### src/rtl/mips_muldiv_unit.sv
// mips_muldiv_unit: multi-cycle HI/LO multiply/divide unit with start/busy/done handshake.
// Multiply commits after MUL_LATENCY cycles; divide is restoring radix-2 plus a sign-fix cycle.
module mips_muldiv_unit #(
    parameter int WIDTH       = 32,
    parameter int MUL_LATENCY = 4
) (
    input  logic             clk,
    input  logic             rst_n,
    input  logic             op_valid,
    input  logic [2:0]       op,
    input  logic [WIDTH-1:0] src_a,
    input  logic [WIDTH-1:0] src_b,
    input  logic             cancel,
    output logic             busy,
    output logic             done,
    output logic [WIDTH-1:0] hi,
    output logic [WIDTH-1:0] lo
);
    localparam int CMAX = (WIDTH > MUL_LATENCY) ? WIDTH : MUL_LATENCY;
    localparam int CW   = (CMAX > 1) ? $clog2(CMAX) : 1;

    typedef enum logic [1:0] {IDLE, MUL, DIV, FIX} state_t;

    state_t           state;
    logic [CW-1:0]    cnt;
    logic [WIDTH-1:0] a_r, b_r, rem;
    logic             sgn, neg_q, neg_r;

    logic             accept, sa, sb, ge;
    logic [WIDTH-1:0] mag_a, mag_b, diff;
    logic [WIDTH:0]   shifted;
    logic [2*WIDTH-1:0] ax, bx, prod;

    always_comb begin
        accept  = op_valid && !busy && (op[2:1] != 2'b11);
        sa      = op[0] & src_a[WIDTH-1];
        sb      = op[0] & src_b[WIDTH-1];
        mag_a   = sa ? -src_a : src_a;
        mag_b   = sb ? -src_b : src_b;
        // a_r doubles as the dividend shift register; quotient bits enter at the bottom
        shifted = {rem, a_r[WIDTH-1]};
        ge      = shifted >= {1'b0, b_r};
        diff    = shifted[WIDTH-1:0] - b_r;
        ax      = {{WIDTH{sgn & a_r[WIDTH-1]}}, a_r};
        bx      = {{WIDTH{sgn & b_r[WIDTH-1]}}, b_r};
        prod    = ax * bx;
    end

    always_ff @(posedge clk or negedge rst_n) begin
        if (!rst_n) begin
            state <= IDLE;
            busy  <= 1'b0;
            done  <= 1'b0;
            hi    <= '0;
            lo    <= '0;
            cnt   <= '0;
            a_r   <= '0;
            b_r   <= '0;
            rem   <= '0;
            sgn   <= 1'b0;
            neg_q <= 1'b0;
            neg_r <= 1'b0;
        end else begin
            done <= 1'b0;
            if (cancel && busy) begin
                state <= IDLE;
                busy  <= 1'b0;
            end else begin
                case (state)
                    IDLE: if (accept) begin
                        if (op[2]) begin
                            if (op[0]) lo <= src_a;
                            else       hi <= src_a;
                            done <= 1'b1;
                        end else if (!op[1]) begin
                            state <= MUL;
                            busy  <= 1'b1;
                            cnt   <= CW'(MUL_LATENCY - 1);
                            a_r   <= src_a;
                            b_r   <= src_b;
                            sgn   <= op[0];
                        end else if (src_b == '0) begin
                            hi   <= src_a;
                            lo   <= '1;
                            done <= 1'b1;
                        end else begin
                            state <= DIV;
                            busy  <= 1'b1;
                            cnt   <= CW'(WIDTH - 1);
                            a_r   <= mag_a;
                            b_r   <= mag_b;
                            rem   <= '0;
                            neg_q <= sa ^ sb;
                            neg_r <= sa;
                        end
                    end
                    MUL: if (cnt == '0) begin
                        {hi, lo} <= prod;
                        state    <= IDLE;
                        busy     <= 1'b0;
                        done     <= 1'b1;
                    end else begin
                        cnt <= cnt - 1'b1;
                    end
                    DIV: begin
                        rem   <= ge ? diff : shifted[WIDTH-1:0];
                        a_r   <= {a_r[WIDTH-2:0], ge};
                        cnt   <= cnt - 1'b1;
                        state <= (cnt == '0) ? FIX : DIV;
                    end
                    FIX: begin
                        lo    <= neg_q ? -a_r : a_r;
                        hi    <= neg_r ? -rem : rem;
                        state <= IDLE;
                        busy  <= 1'b0;
                        done  <= 1'b1;
                    end
                    default: state <= IDLE;
                endcase
            end
        end
    end
endmodule

### config.mk
export PLATFORM = sky130hd
export DESIGN_NAME = mips_muldiv_unit
export DESIGN_NICKNAME = d
export VERILOG_FILES = /design/src/rtl/mips_muldiv_unit.sv
export SDC_FILE = /design/constraint.sdc
export NUM_CORES = 2
export LEC_CHECK = 0
export CAP_MARGIN = 20
export CORE_ASPECT_RATIO = 1.1
export CORE_UTILIZATION = 60
export DETAILED_ROUTE_END_ITERATION = 10
export GPL_ROUTABILITY_DRIVEN = 0
export PLACE_DENSITY_LB_ADDON = 0.05
export SLEW_MARGIN = 30
export SYNTH_ARGS = -nofsm -noshare
export SYNTH_HDL_FRONTEND = slang
export SYNTH_SLANG_ARGS = --single-unit
### constraint.sdc
create_clock -name clk -period 10.39 [get_ports clk]
set_input_delay 2.5975 -clock clk [delete_from_list [all_inputs] [get_ports clk]]
set_output_delay 2.5975 -clock clk [all_outputs]
set_load 0.02 [all_outputs]
; ---- Word-level counts from Yosys, hierarchy flattened
; Cells that the tools add are included.
[word_totals]
regBits = 172
input_bits = 71
output_inout_bits = 66
elab_cells = 129
[op_classes]
n_addsub = 6
mul = 1
n_lt_le_gt_ge = 1
eq_ne = 20
mux = 59
n_bitwise = 9
reduce_logical = 21
[op_table]
columns = operator, count
row1 = $mux W32, 27
row2 = $pmux W32 S3, 2
row3 = $neg A32 Y32, 4
row4 = $pmux W32 S2, 2
row5 = $mul A33 B33 Y64, 1
row6 = $ge A33 B32 Y1, 1
row7 = $logic_not A32 Y1, 1
row8 = $sub A32 B32 Y32, 1
row9 = $mux W5, 5
row10 = $ne A3 B3 Y1 const B, 8
row11 = $reduce_and A5 Y1, 4
row12 = $reduce_and A6 Y1, 3
row13 = $ne A2 B2 Y1 const B, 8
row14 = $pmux W5 S3, 1
row15 = $reduce_and A7 Y1, 2
row16 = $mux W1, 13
row17 = $mux W2, 6
row18 = $pmux W2 S4, 1
row19 = $pmux W1 S3, 2
row20 = $reduce_bool A3 Y1, 2
row21 = $logic_not A5 Y1, 1
row22 = $sub A5 B1 Y5 const B, 1
row23 = $and A1 B1 Y1, 4
row24 = $eq A2 B2 Y1 const B, 2
row25 = other kinds (10), 15

; ---- Depth between registers and ports, before layout
[logic_depth]
ltp_word = 7
depth_mapped = 31
ltp_nobuf = 28

; ---- Least setup slack after synthesis
; No wires, ideal clock.
[synth_timing]
kind = flip-flop to flip-flop
start = register a_r[31]
end = register hi[31]
setup_time_ns = 0.126
t_arrival_ns = 8.047
t_required_ns = 10.264
path_slack_ns = 2.217
path_stages_with_launch = 29
path_buffers = 2
period_less_slack_ns = 8.173
path_cell_list = dfrtp_1 > clkbuf_1 > and2_1 > clkbuf_1 > nand2_1 > inv_1 > fa_1 > inv_1 > fa_1 > inv_1 > fa_1 > fa_1 > inv_1 > fa_1 > inv_1 > fa_1 > inv_1 > fa_1 > fa_1 > inv_1 > ha_1 > and2_1 > nand3_1 > or3_1 > a211oi_1 > nor2_1 > a41oi_1 > nor3_1 > o32a_1
[synth_via]
elab_chain_len = 4
[synth_lines]
columns = element, line_no
row1 = start: declaration, 26  ; logic [WIDTH-1:0] a_r, b_r, rem;
row2 = start signal: assignment, 79  ; a_r <= src_a;
row3 = start signal: assignment, 90  ; a_r <= mag_a;
row4 = start signal: assignment, 107  ; a_r <= {a_r[WIDTH-2:0], ge};
row5 = $and A1 B1 Y1, 44  ; ax = {{WIDTH{sgn & a_r[WIDTH-1]}}, a_r};
row6 = $mul A33 B33 Y64 *, 46  ; prod = ax * bx;
row7 = $mux W32 *, 97  ; MUL: if (cnt == '0) begin
row8 = $pmux W32 S3 *, 69  ; case (state)
row9 = end signal: assignment, 73  ; else hi <= src_a;
row10 = end signal: assignment, 83  ; hi <= src_a;
row11 = end signal: assignment, 98  ; {hi, lo} <= prod;
row12 = end: declaration, 16  ; output logic [WIDTH-1:0] hi,
; Every way passes the cells marked *; elsewhere a longest branch is shown, timed or not. The select of a mux whose other input is x is not followed.
; A chain may end at the register's enable or synchronous reset.

; ---- Worst setup path after layout
[layout_timing]
start = register b_r[8]
end = register hi[31]
[layout_via]
elab_chain_len = 3
[layout_lines]
columns = element, line_no
row1 = start: declaration, 26
row2 = start signal: assignment, 80  ; b_r <= src_b;
row3 = start signal: assignment, 91  ; b_r <= mag_b;
row4 = $mul A33 B33 Y64, 46
row5 = $mux W32, 97
row6 = $pmux W32 S3, 69
; Every way passes these cells. The select of a mux whose other input is x is not followed.

==> impl_metrics.tcl <==
set metrics [dict create \
    status "complete, no violations" \
    cts-resized-gates 0 \
    synthMuxAreaShare_pct 0.650 \
    drc 0 \
    core_area_um2 82300 \
    syn2layout_area_growth_pct 5.70 \
    drt_iter0_drc 3908 \
    synth_simple_gate_area_share_pct 15.3 \
    crit_path_end_kind "flip-flop" \
    syn_area_per_cell_um2 8.75 \
    synth_xor_area_share_pct 3.64 \
    synth_compound_area_share_pct 9.11 \
    vias_per_cell 5.94 \
    synth_cell_type_count 82 \
    clk_pin_slew_ps 80 \
    ant_nets 0 \
    worstSetupPathType "flip-flop to flip-flop" \
    ios 137 \
    cts-root-buf "clkbuf_16" \
    yosys.area_share.adder_pct 51.2 \
    fin_nets 7119 \
    arrival_ps 9730 \
    slew_viol_final 0 \
    synth_top_family_by_area "adder cells" \
    fp.dieH_um 305 \
    whs_ps 483 \
    vias 40100 \
    finClkSkew_ps 14.9 \
    dp_slack_ps 1070 \
    drv_cap 0 \
    setup_tns_ps 0 \
    async_flop_share_pct 100 \
    synth.area.top_cells "fa_1, inv_1, dfrtp_1, nand2_1, ha_1" \
    grt_use_total_pct 38.6 \
    relSlewSlack_pct 28.7 \
    synth-seq-cells 172 \
    grt_pass1_wl_um 247000 \
    tightest_slew_ps 1070 \
    initial_core_util_pct 61.0 \
    portBuffers 136 \
    die_width_um 278 \
    hold_class "flip-flop to flip-flop" \
    grt_pass1_vias 42300 \
    numCtsBuffers 17 \
    worstSetupStartpointType "flip-flop" \
    cts.sinks 172 \
    insertion_delay_ps 460 \
    hold_violations 0 \
    syn_nets 7195 \
    dieArea_um2 84900 \
    synth_area_um2 50200 \
    finalWirelength_um 156000 \
    postCtsHoldBufs 0 \
    drive_above_1_share_pct 3.49 \
    path_max_fanout 18 \
    row_count 110 \
    firstDrtPassIters 6 \
    yosysTopAreaCell "fa_1" \
    synthFlopType "dfrtp_1" \
    fin_util_pct 64.5 \
    ys_seq_area_share_pct 8.57 \
    grt_max_degree 73 \
    post-dp-hpwl_um 127000 \
    post_cts_buffers 0 \
    synth-edff-count 0 \
    grt-ovfl-total 0 \
    worstPathRequired_ps 10740 \
    setup_viol_count_final 0 \
    synth_cells 5743 \
    synth_warnings 0 \
    yosys.area.top_type_share_pct 44.9 \
    min_period_ps 9380 \
    antenna_found_initial 13 \
    h-tree-depth 4 \
    fmax_ghz 0.107 \
    cts_tree "built" \
    rsz0062_at_grt "no" \
    setup_slack_ps 1010 \
    wire_per_inst_um 23.2 \
    cts_buffer_depth 2 \
    timing.final.crit_share_pct 90.3 \
]
sequential cells by signal, indices dropped and copies added (netlist names), 2 cells and up:
signal / flops
cnt: 5
hi: 32
lo: 32
rem: 32
state: 2
b_r: 32
a_r: 32
through the flow:
stage,cells,cell area [µm²]
detailed placement,6712,52500
CTS,6744,53100
floorplan,5743,50200
global placement,6712,52500
global route,6745,53100
finish,6747,53100
layout by cell type (no fill, tap or decap), types with 11 or more instances in the layout:
cell type | netlist | routed
clkbuf_16 | 0 | 17
nand2b_1 | 24 | 23
o31ai_1 | 29 | 29
mux2i_1 | 27 | 27
a21oi_1 | 196 | 196
a21o_1 | 62 | 62
dfrtp_1 | 172 | 163
ha_1 | 255 | 252
nor2b_1 | 14 | 14
nor2_1 | 206 | 205
a22oi_1 | 19 | 19
o21bai_1 | 14 | 14
a211oi_1 | 12 | 12
and2_1 | 300 | 300
or3_1 | 20 | 20
a221oi_1 | 32 | 32
o21a_1 | 13 | 13
nand2_1 | 944 | 944
nor3_1 | 29 | 29
inv_1 | 1198 | 1198
and3_1 | 32 | 32
clkdlybuf4s50_1 | 0 | 135
nand3_1 | 30 | 30
xor2_1 | 59 | 59
a31oi_1 | 34 | 33
o41ai_1 | 11 | 11
nand4_1 | 20 | 20
xnor2_1 | 150 | 150
buf_4 | 0 | 104
fa_1 | 1126 | 1125
a2bb2oi_1 | 12 | 12
o21ai_0 | 210 | 210
o21ai_1 | 13 | 13
critical path, cell delays in order, from the launching register on:
cell and delay [ps]:
dfrtp_1 960, and3_1 300, fa_1 410, inv_1 230
fa_1 510, inv_1 200, fa_1 490, fa_1 910
inv_1 410, fa_1 610, inv_1 70, fa_1 530
inv_1 50, fa_1 440, fa_1 490, inv_1 40
ha_1 380, and2_1 190, nand3_1 140, or3_1 400
a211oi_1 570, nor2_1 140, a41oi_1 350, nor3_1 120
o32a_1 290
final timing paths:
path	endpoint	cells past startpoint	slack [ps]	startpoint
worst min-delay path	lo[9]$_DFFE_PN0P_	2	480	lo[9]$_DFFE_PN0P_
max in group asynchronous	b_r[19]$_DFFE_PN0P_	3	6220	rst_n
worst max register to register	hi[31]$_DFFE_PN0P_	24	1010	b_r[8]$_DFFE_PN0P_
worst max-delay path	hi[31]$_DFFE_PN0P_	24	1010	b_r[8]$_DFFE_PN0P_
min in group asynchronous	busy$_DFFE_PN0P_	1	2180	rst_n
worst min register to register	lo[9]$_DFFE_PN0P_	2	480	lo[9]$_DFFE_PN0P_
logic make-up after synthesis:
kind of cell,Yosys count
xor gates and xnor gates,209
adders and majority gates,1381
muxes,32
and+or+nand+nor,1680
DFF,172
AOI/OAI and AO/OA,732
buffers and inverters,1537
cell type report:
cell class,count,area [µm²]
diodes,3,7.51
clock buffers,17,425
clock inverters,15,166
fillers,7122,29200
inverters,1202,4510
multi-input cells,4034,40200
flip-flops and latches,172,4320
well taps,1064,1330
repair buffers,240,2140
metal layers:
layer	global-route usage (%)	part of all wire, %	routed length (µm)
met1	51.2	38	59600
met4	16.9	5.1	7950
met2	61.0	46	72200
met5	0.114	0.065	101
met3	8.74	11	16500
synthesized netlist by cell type, types with 10 or more instances:
master,count
inv_1,1198
fa_1,1126
nand2_1,944
and2_1,300
clkbuf_1,286
ha_1,255
o21ai_0,210
nor2_1,206
a21oi_1,196
dfrtp_1,172
xnor2_1,150
a21o_1,62
xor2_1,59
buf_1,41
a31oi_1,34
a221oi_1,32
and3_1,32
nand3_1,30
nor3_1,29
o31ai_1,29
mux2i_1,27
nand2b_1,24
nand4_1,20
or3_1,20
a22oi_1,19
nor2b_1,14
o21bai_1,14
o21a_1,13
o21ai_1,13
a211oi_1,12
a2bb2oi_1,12
o41ai_1,11
nor4_1,10
o211ai_1,10
Power is left out: the tool's default activity adds up to more than one toggle a clock period on the data nets, which glitch-free logic cannot reach.
